===== config.mk =====
export PLATFORM = sky130hd
export DESIGN_NAME = div_fp64_iter
export DESIGN_NICKNAME = d
export VERILOG_FILES = /design/src/rtl/div_fp64_iter.sv
export SDC_FILE = /design/constraint.sdc
export NUM_CORES = 2
export LEC_CHECK = 0
export CAP_MARGIN = 0
export CORE_ASPECT_RATIO = 1.25
export CORE_MARGIN = 5
export CORE_UTILIZATION = 62
export CTS_CLUSTER_DIAMETER = 40
export DETAILED_ROUTE_END_ITERATION = 10
export HOLD_SLACK_MARGIN = 0.06
export PLACE_DENSITY_LB_ADDON = 0.08
export SLEW_MARGIN = 20
export SYNTH_ARGS = -nofsm -noshare
export SYNTH_HDL_FRONTEND = slang
export SYNTH_SLANG_ARGS = --single-unit

===== constraint.sdc =====
create_clock -name clock -period 9.15 [get_ports clock]
set_input_delay 1.83 -clock clock [delete_from_list [all_inputs] [get_ports clock]]
set_output_delay 1.83 -clock clock [all_outputs]
set_load 0.1 [all_outputs]

===== src/rtl/div_fp64_iter.sv =====
// Iterative IEEE-754 binary64 divider: radix-2 restoring, one quotient bit per cycle,
// valid/ready on both sides with a single operation in flight.
module div_fp64_iter #(
  parameter logic [63:0] CANON_NAN = 64'h7FF8_0000_0000_0000
) (
  input  logic        clock,
  input  logic        reset,
  input  logic        in_valid,
  output logic        in_ready,
  input  logic [2:0]  rm,
  input  logic [63:0] src1,
  input  logic [63:0] src2,
  output logic        out_valid,
  input  logic        out_ready,
  output logic [63:0] result,
  output logic        nv,
  output logic        dz,
  output logic        of,
  output logic        uf,
  output logic        nx
);

  localparam logic [2:0] RmRte = 3'b000;
  localparam logic [2:0] RmRtz = 3'b001;
  localparam logic [2:0] RmRdn = 3'b010;
  localparam logic [2:0] RmRup = 3'b011;
  localparam logic [2:0] RmRmm = 3'b100;

  typedef enum logic [2:0] {StIdle, StPrep, StIter, StNorm, StRound, StDone} state_e;

  state_e             state_q;
  logic               in_ready_q, out_valid_q, special_q, sign_q, tiny_q, stk_q;
  logic [63:0]        a_q, b_q, result_q;
  logic [4:0]         flags_q;
  logic [2:0]         rm_q;
  logic signed [13:0] exp_q;
  logic [54:0]        rem_q;
  logic [52:0]        div_q;
  logic [55:0]        quo_q;
  logic [53:0]        sig_q;
  logic [5:0]         cnt_q;

  function automatic logic [5:0] lzc53(input logic [52:0] m);
    lzc53 = 6'd0;
    for (int i = 0; i < 53; i++) if (m[i]) lzc53 = 6'(52 - i);
  endfunction

  // Operand classification and normalisation (subnormals get hidden bit via lzc)
  logic [10:0]        ex1, ex2, ex1_eff, ex2_eff;
  logic [52:0]        m1, m2, m1n, m2n;
  logic [5:0]         lz1, lz2;
  logic signed [13:0] e1n, e2n;
  logic               nan1, nan2, snan1, snan2, inf1, inf2, zero1, zero2, sgn;
  logic               special;
  logic [63:0]        sp_res;
  logic [4:0]         sp_flags;

  always_comb begin
    ex1     = a_q[62:52];
    ex2     = b_q[62:52];
    ex1_eff = (ex1 == 11'd0) ? 11'd1 : ex1;
    ex2_eff = (ex2 == 11'd0) ? 11'd1 : ex2;
    m1      = {ex1 != 11'd0, a_q[51:0]};
    m2      = {ex2 != 11'd0, b_q[51:0]};
    lz1     = lzc53(m1);
    lz2     = lzc53(m2);
    m1n     = m1 << lz1;
    m2n     = m2 << lz2;
    e1n     = $signed({3'b0, ex1_eff}) - 14'sd1023 - $signed({8'b0, lz1});
    e2n     = $signed({3'b0, ex2_eff}) - 14'sd1023 - $signed({8'b0, lz2});
    nan1    = (ex1 == 11'h7FF) && (a_q[51:0] != 52'd0);
    nan2    = (ex2 == 11'h7FF) && (b_q[51:0] != 52'd0);
    snan1   = nan1 && !a_q[51];
    snan2   = nan2 && !b_q[51];
    inf1    = (ex1 == 11'h7FF) && (a_q[51:0] == 52'd0);
    inf2    = (ex2 == 11'h7FF) && (b_q[51:0] == 52'd0);
    zero1   = (a_q[62:0] == 63'd0);
    zero2   = (b_q[62:0] == 63'd0);
    sgn     = a_q[63] ^ b_q[63];
  end

  // Special results; flags ordered {nv, dz, of, uf, nx}
  always_comb begin
    special  = 1'b1;
    sp_res   = 64'd0;
    sp_flags = 5'd0;
    if (nan1 || nan2) begin
      sp_res      = CANON_NAN;
      sp_flags[4] = snan1 | snan2;
    end else if ((inf1 && inf2) || (zero1 && zero2)) begin
      sp_res      = CANON_NAN;
      sp_flags[4] = 1'b1;
    end else if (inf1) begin
      sp_res = {sgn, 11'h7FF, 52'd0};
    end else if (zero1) begin
      sp_res = {sgn, 63'd0};
    end else if (zero2) begin
      sp_res      = {sgn, 11'h7FF, 52'd0};
      sp_flags[3] = 1'b1;
    end else if (inf2) begin
      sp_res = {sgn, 63'd0};
    end else begin
      special = 1'b0;
    end
  end

  logic        ge;
  logic [54:0] rem_nxt;

  always_comb begin
    ge      = rem_q >= {2'b0, div_q};
    rem_nxt = (ge ? rem_q - {2'b0, div_q} : rem_q) << 1;
  end

  // Normalise quotient, then denormalise right when the exponent is below emin
  logic [55:0]        qn;
  logic signed [13:0] en, sh;
  logic [6:0]         sh_c;
  logic [107:0]       wide;
  logic               st, tiny;

  always_comb begin
    qn   = quo_q[55] ? quo_q : quo_q << 1;
    en   = quo_q[55] ? exp_q : exp_q - 14'sd1;
    st   = (|qn[1:0]) | (rem_q != 55'd0);
    tiny = en < -14'sd1022;
    sh   = -14'sd1022 - en;
    sh_c = (sh > 14'sd54) ? 7'd54 : sh[6:0];
    wide = {qn[55:2], 54'd0} >> (tiny ? sh_c : 7'd0);
  end

  logic               g, inc, inexact, ovf, to_inf;
  logic [53:0]        sum;
  logic signed [13:0] be;
  logic [51:0]        frac;
  logic [63:0]        rnd_res;

  always_comb begin
    g       = sig_q[0];
    inexact = g | stk_q;
    unique case (rm_q)
      RmRtz:   inc = 1'b0;
      RmRdn:   inc = sign_q & inexact;
      RmRup:   inc = !sign_q & inexact;
      RmRmm:   inc = g;
      default: inc = g & (stk_q | sig_q[1]);
    endcase
    sum = {1'b0, sig_q[53:1]} + {53'd0, inc};
    if (tiny_q) begin
      // A subnormal that rounds up into bit 52 becomes the minimum normal
      be   = $signed({13'd0, sum[52]});
      frac = sum[51:0];
    end else begin
      be   = exp_q + 14'sd1023 + $signed({13'd0, sum[53]});
      frac = sum[53] ? sum[52:1] : sum[51:0];
    end
    ovf    = !tiny_q && (be >= 14'sd2047);
    to_inf = (rm_q == RmRte) || (rm_q == RmRmm) || ((rm_q == RmRdn) && sign_q) ||
             ((rm_q == RmRup) && !sign_q);
    if (ovf) rnd_res = to_inf ? {sign_q, 11'h7FF, 52'd0} : {sign_q, 63'h7FEF_FFFF_FFFF_FFFF};
    else     rnd_res = {sign_q, be[10:0], frac};
  end

  always_ff @(posedge clock) begin
    if (reset) begin
      state_q     <= StIdle;
      in_ready_q  <= 1'b1;
      out_valid_q <= 1'b0;
      result_q    <= 64'd0;
      flags_q     <= 5'd0;
      special_q   <= 1'b0;
      sign_q      <= 1'b0;
      tiny_q      <= 1'b0;
      stk_q       <= 1'b0;
      a_q         <= 64'd0;
      b_q         <= 64'd0;
      rm_q        <= RmRte;
      exp_q       <= 14'sd0;
      rem_q       <= 55'd0;
      div_q       <= 53'd0;
      quo_q       <= 56'd0;
      sig_q       <= 54'd0;
      cnt_q       <= 6'd0;
    end else begin
      unique case (state_q)
        StIdle: if (in_valid) begin
          a_q        <= src1;
          b_q        <= src2;
          rm_q       <= (rm > RmRmm) ? RmRte : rm;
          in_ready_q <= 1'b0;
          state_q    <= StPrep;
        end
        StPrep: begin
          special_q <= special;
          sign_q    <= sgn;
          if (special) begin
            result_q <= sp_res;
            flags_q  <= sp_flags;
            state_q  <= StRound;
          end else begin
            rem_q   <= {2'b0, m1n};
            div_q   <= m2n;
            exp_q   <= e1n - e2n;
            quo_q   <= 56'd0;
            cnt_q   <= 6'd0;
            state_q <= StIter;
          end
        end
        StIter: begin
          quo_q <= {quo_q[54:0], ge};
          rem_q <= rem_nxt;
          cnt_q <= cnt_q + 6'd1;
          if (cnt_q == 6'd55) state_q <= StNorm;
        end
        StNorm: begin
          exp_q   <= en;
          tiny_q  <= tiny;
          sig_q   <= wide[107:54];
          stk_q   <= st | (|wide[53:0]);
          state_q <= StRound;
        end
        StRound: begin
          if (!special_q) begin
            result_q <= rnd_res;
            flags_q  <= {1'b0, 1'b0, ovf, tiny_q & inexact, inexact | ovf};
          end
          out_valid_q <= 1'b1;
          state_q     <= StDone;
        end
        StDone: if (out_ready) begin
          out_valid_q <= 1'b0;
          in_ready_q  <= 1'b1;
          state_q     <= StIdle;
        end
        default: state_q <= StIdle;
      endcase
    end
  end

  assign in_ready  = in_ready_q;
  assign out_valid = out_valid_q;
  assign result    = result_q;
  assign {nv, dz, of, uf, nx} = flags_q;

endmodule


==> results.py <==
metrics = {
    "synthesis": {
        "avgSynthCellArea_um2": 7.034,
        "synth_nets": 5137,
        "synthDistinctLibCells": 96,
        "yosysSeqAreaShare_pct": 25.98,
        "async_flop_share_pct": 0,
        "synth_edf_count": 0,
        "yosys_warnings": 0,
        "synth_flop_cell": "dfxtp_1",
        "yosysTopAreaCell": "dfxtp_1",
        "synth.top_cell.area_share_pct": 25.98,
        "netlist_top_cells_area": "dfxtp_1, nand2_1, mux2i_1, a21oi_1, nor2_1",
        "syn_inst": 4898,
        "ys_ff_latch": 447,
        "synthesis.area_mm2": 0.03445,
    },
    "pwr": {
        "irDropWorstVdd_uv": 218.1,
        "p_leak_nw": 15.26,
        "p_per_area_mw_per_mm2": 322.2,
    },
    "grt": {
        "grt_max_degree": 164,
        "grt_pass1_vias": 35620,
        "grt_usage_pct": 41.34,
        "grt_pass1_wl_um": 203100,
        "overflow": 0,
        "antenna_found_initial": 1,
    },
    "timing": {
        "finalHoldViolCount": 0,
        "fmax_mhz": 125.8,
        "setup_ws_ps": 1198,
        "final.period_utilization_pct": 86.91,
        "finalSetupViolations": 0,
        "relSlewSlack_pct": 20.90,
        "maxSlewViolCount": 0,
        "rsz0062_at_grt": "no",
        "fin_worst_skew_ps": 42.96,
        "worst_slew_pin_slew_ps": 1157,
        "period_needed_ps": 7952,
        "tns_ps": 0,
    },
    "critical_path": {
        "slowest_delay_ps": 970,
        "cp-end-kind": "flop",
        "worstPathRequired_ps": 9660,
        "slowest_stage": "o31a_1",
        "arrival_ps": 8460,
        "path_common_cell": "nor2_1",
        "rrSetupSlack_ps": 1200,
        "path_class": "reg2reg",
        "worstSetupStartpointType": "flop",
        "path_max_fanout": 26,
    },
    "clocking": {
        "cts_tree": "built",
        "cts-root-buf": "clkbuf_16",
        "ctsHoldBuffers": 0,
        "ctsResizeCount": 0,
        "h-tree-depth": 2,
        "clock_latency_ps": 660,
        "cts_buffers": 59,
        "clk_pin_slew_ps": 60,
        "postCtsSetupBuffers": 0,
        "clock_sink_count": 447,
        "ctsLongestPathBuffers": 3,
    },
    "drt": {
        "ant_nets": 0,
        "dr.pass1.iters": 9,
        "met2_length_um": 62890,
        "wl_um": 134100,
        "wl_per_cell_um": 23.66,
        "dr_total_vias": 38310,
        "drtIter0Drc": 4936,
        "vias_per_cell": 6.760,
        "wl_met3_um": 11930,
        "drc": 0,
        "met1Wirelength_um": 47110,
        "top_layer_used": "met4",
    },
    "place": {
        "io_buffers": 205,
        "dpl_worst_slack_ps": 1545,
        "gp_congestion": 1.103,
        "hpwl_um": 99640,
    },
    "layout": {
        "drive_gt1_share_pct": 5.515,
        "final_nets": 5122,
        "syn_to_final_growth_pct": 12.67,
        "fin_util_pct": 70.56,
        "nFillCells": 4745,
    },
    "min_path": {
        "min_path_type": "reg2reg",
    },
    "floorplan": {
        "dieWidth_um": 220.8,
        "rows": 96,
        "core_region_area_mm2": 0.05501,
        "dieArea_mm2": 0.06041,
        "num_io_pins": 206,
        "fp.dieH_um": 273.5,
        "start_util_pct": 62.62,
    },
    "outcome": {
        "status": "finished clean",
    },
    "job": {
        "drv_cap": 0,
    },
}
-- logic make-up (layout without fill, tap and decap cells) --
| logic type | count (synthesis) | in the layout | synth area share (%) |
|---|---|---|---|
| other cells | 0 | 1 | 0 |
| compound gates | 1502 | 1502 | 27.43 |
| simple gates | 1854 | 1854 | 23.45 |
| flops | 447 | 447 | 25.98 |
| mux | 312 | 312 | 9.254 |
| fa+ha+maj | 104 | 104 | 4.060 |
| xor+xnor | 155 | 155 | 3.962 |
| buf+inv | 524 | 558 | 5.873 |
-- cells in the mapped netlist, types with 88 or more instances --
master and number:
nand2_1 790, a21oi_1 539, nor2_1 516, dfxtp_1 447, clkbuf_1 279, mux2i_1 274, o21ai_0 274, inv_1 172
nand3_1 162, nor3_1 124, a22oi_1 103, ha_1 91, xnor2_1 88
-- layer usage --
| metal | up-vias | global-route usage (%) |
|---|---|---|
| met4 | 0 | 30.27 |
| met2 | 2269 | 70.15 |
| met5 | - | 0.08065 |
| met3 | 603 | 7.262 |
| li1 | 17630 | - |
| met1 | 17820 | 46.76 |
-- worst max-delay path: cells and delay by family (launching register included) --
family | cells | cell delay, ps
and+or+nand+nor | 19 | 3730
AOI/OAI and AO/OA | 7 | 2460
adders and majority gates | 4 | 1110
DFF | 1 | 350
buffers and inverters | 2 | 130
-- layout by cell type (no fill, tap or decap), types with 103 or more instances in the layout --
master and n:
inv_1 171, mux2i_1 274, o21ai_0 274, nor2_1 512, dfxtp_1 447, nand2_1 788
nor3_1 124, nand3_1 161, a22oi_1 103, a21oi_1 535, clkdlybuf4s50_1 204
-- power breakdown --
part	switching, W	leakage (nW)	internal, W
Clock	0.00100	1.01	0.00146
Combinational	0.00517	10.6	0.00260
Sequential	0.000203	3.63	0.00207
-- sequential cells by signal, summed over array words and instances (netlist names) --
register,cells
a_q,64
b_q,64
result,64
quo_q,56
rem_q,55
sig_q,54
div_q,53
exp_q,14
cnt_q,6
flags_q,5
rm_q,3
state_q,3
in_ready,1
out_valid,1
sign_q,1
special_q,1
stk_q,1
tiny_q,1
-- cell type report --
type                    count  area, µm²  share of cell area [%]
clock inverters            36      508.0                   1.309
flip-flops and latches    447       8949                   23.05
repair buffers            272       2572                   6.627
well taps                 735      919.6                   2.369
clock buffers              74       1593                   4.103
inverters                 176      660.6                   1.702
multi-input cells        3927      23610                   60.83
diodes                      1      2.502                0.006447
-- metrics by stage --
step / hold WS (ps) / std cells / cell area (µm²) / power, W
after floorplan: 425.0 / 4898 / 34450 / 0.007504
after global placement: 435.1 / 5557 / 36710 / 0.009678
after detailed placement: 446.4 / 5557 / 36710 / 0.009691
after CTS: 454.4 / 5667 / 38810 / 0.01217
after global routing: 471.1 / 5667 / 38810 / 0.01300
final: 457.4 / 5668 / 38820 / 0.01251
-- worst paths after layout --
path | to | startpoint | cells after the start
worst min-delay path | flags_q[4] | flags_q[4] | 2
worst max-delay path | result[1] | rm_q[0] | 32
worst min register to register | flags_q[4] | flags_q[4] | 2
worst max register to register | result[1] | rm_q[0] | 32
(Power assumes the default switching activity.)
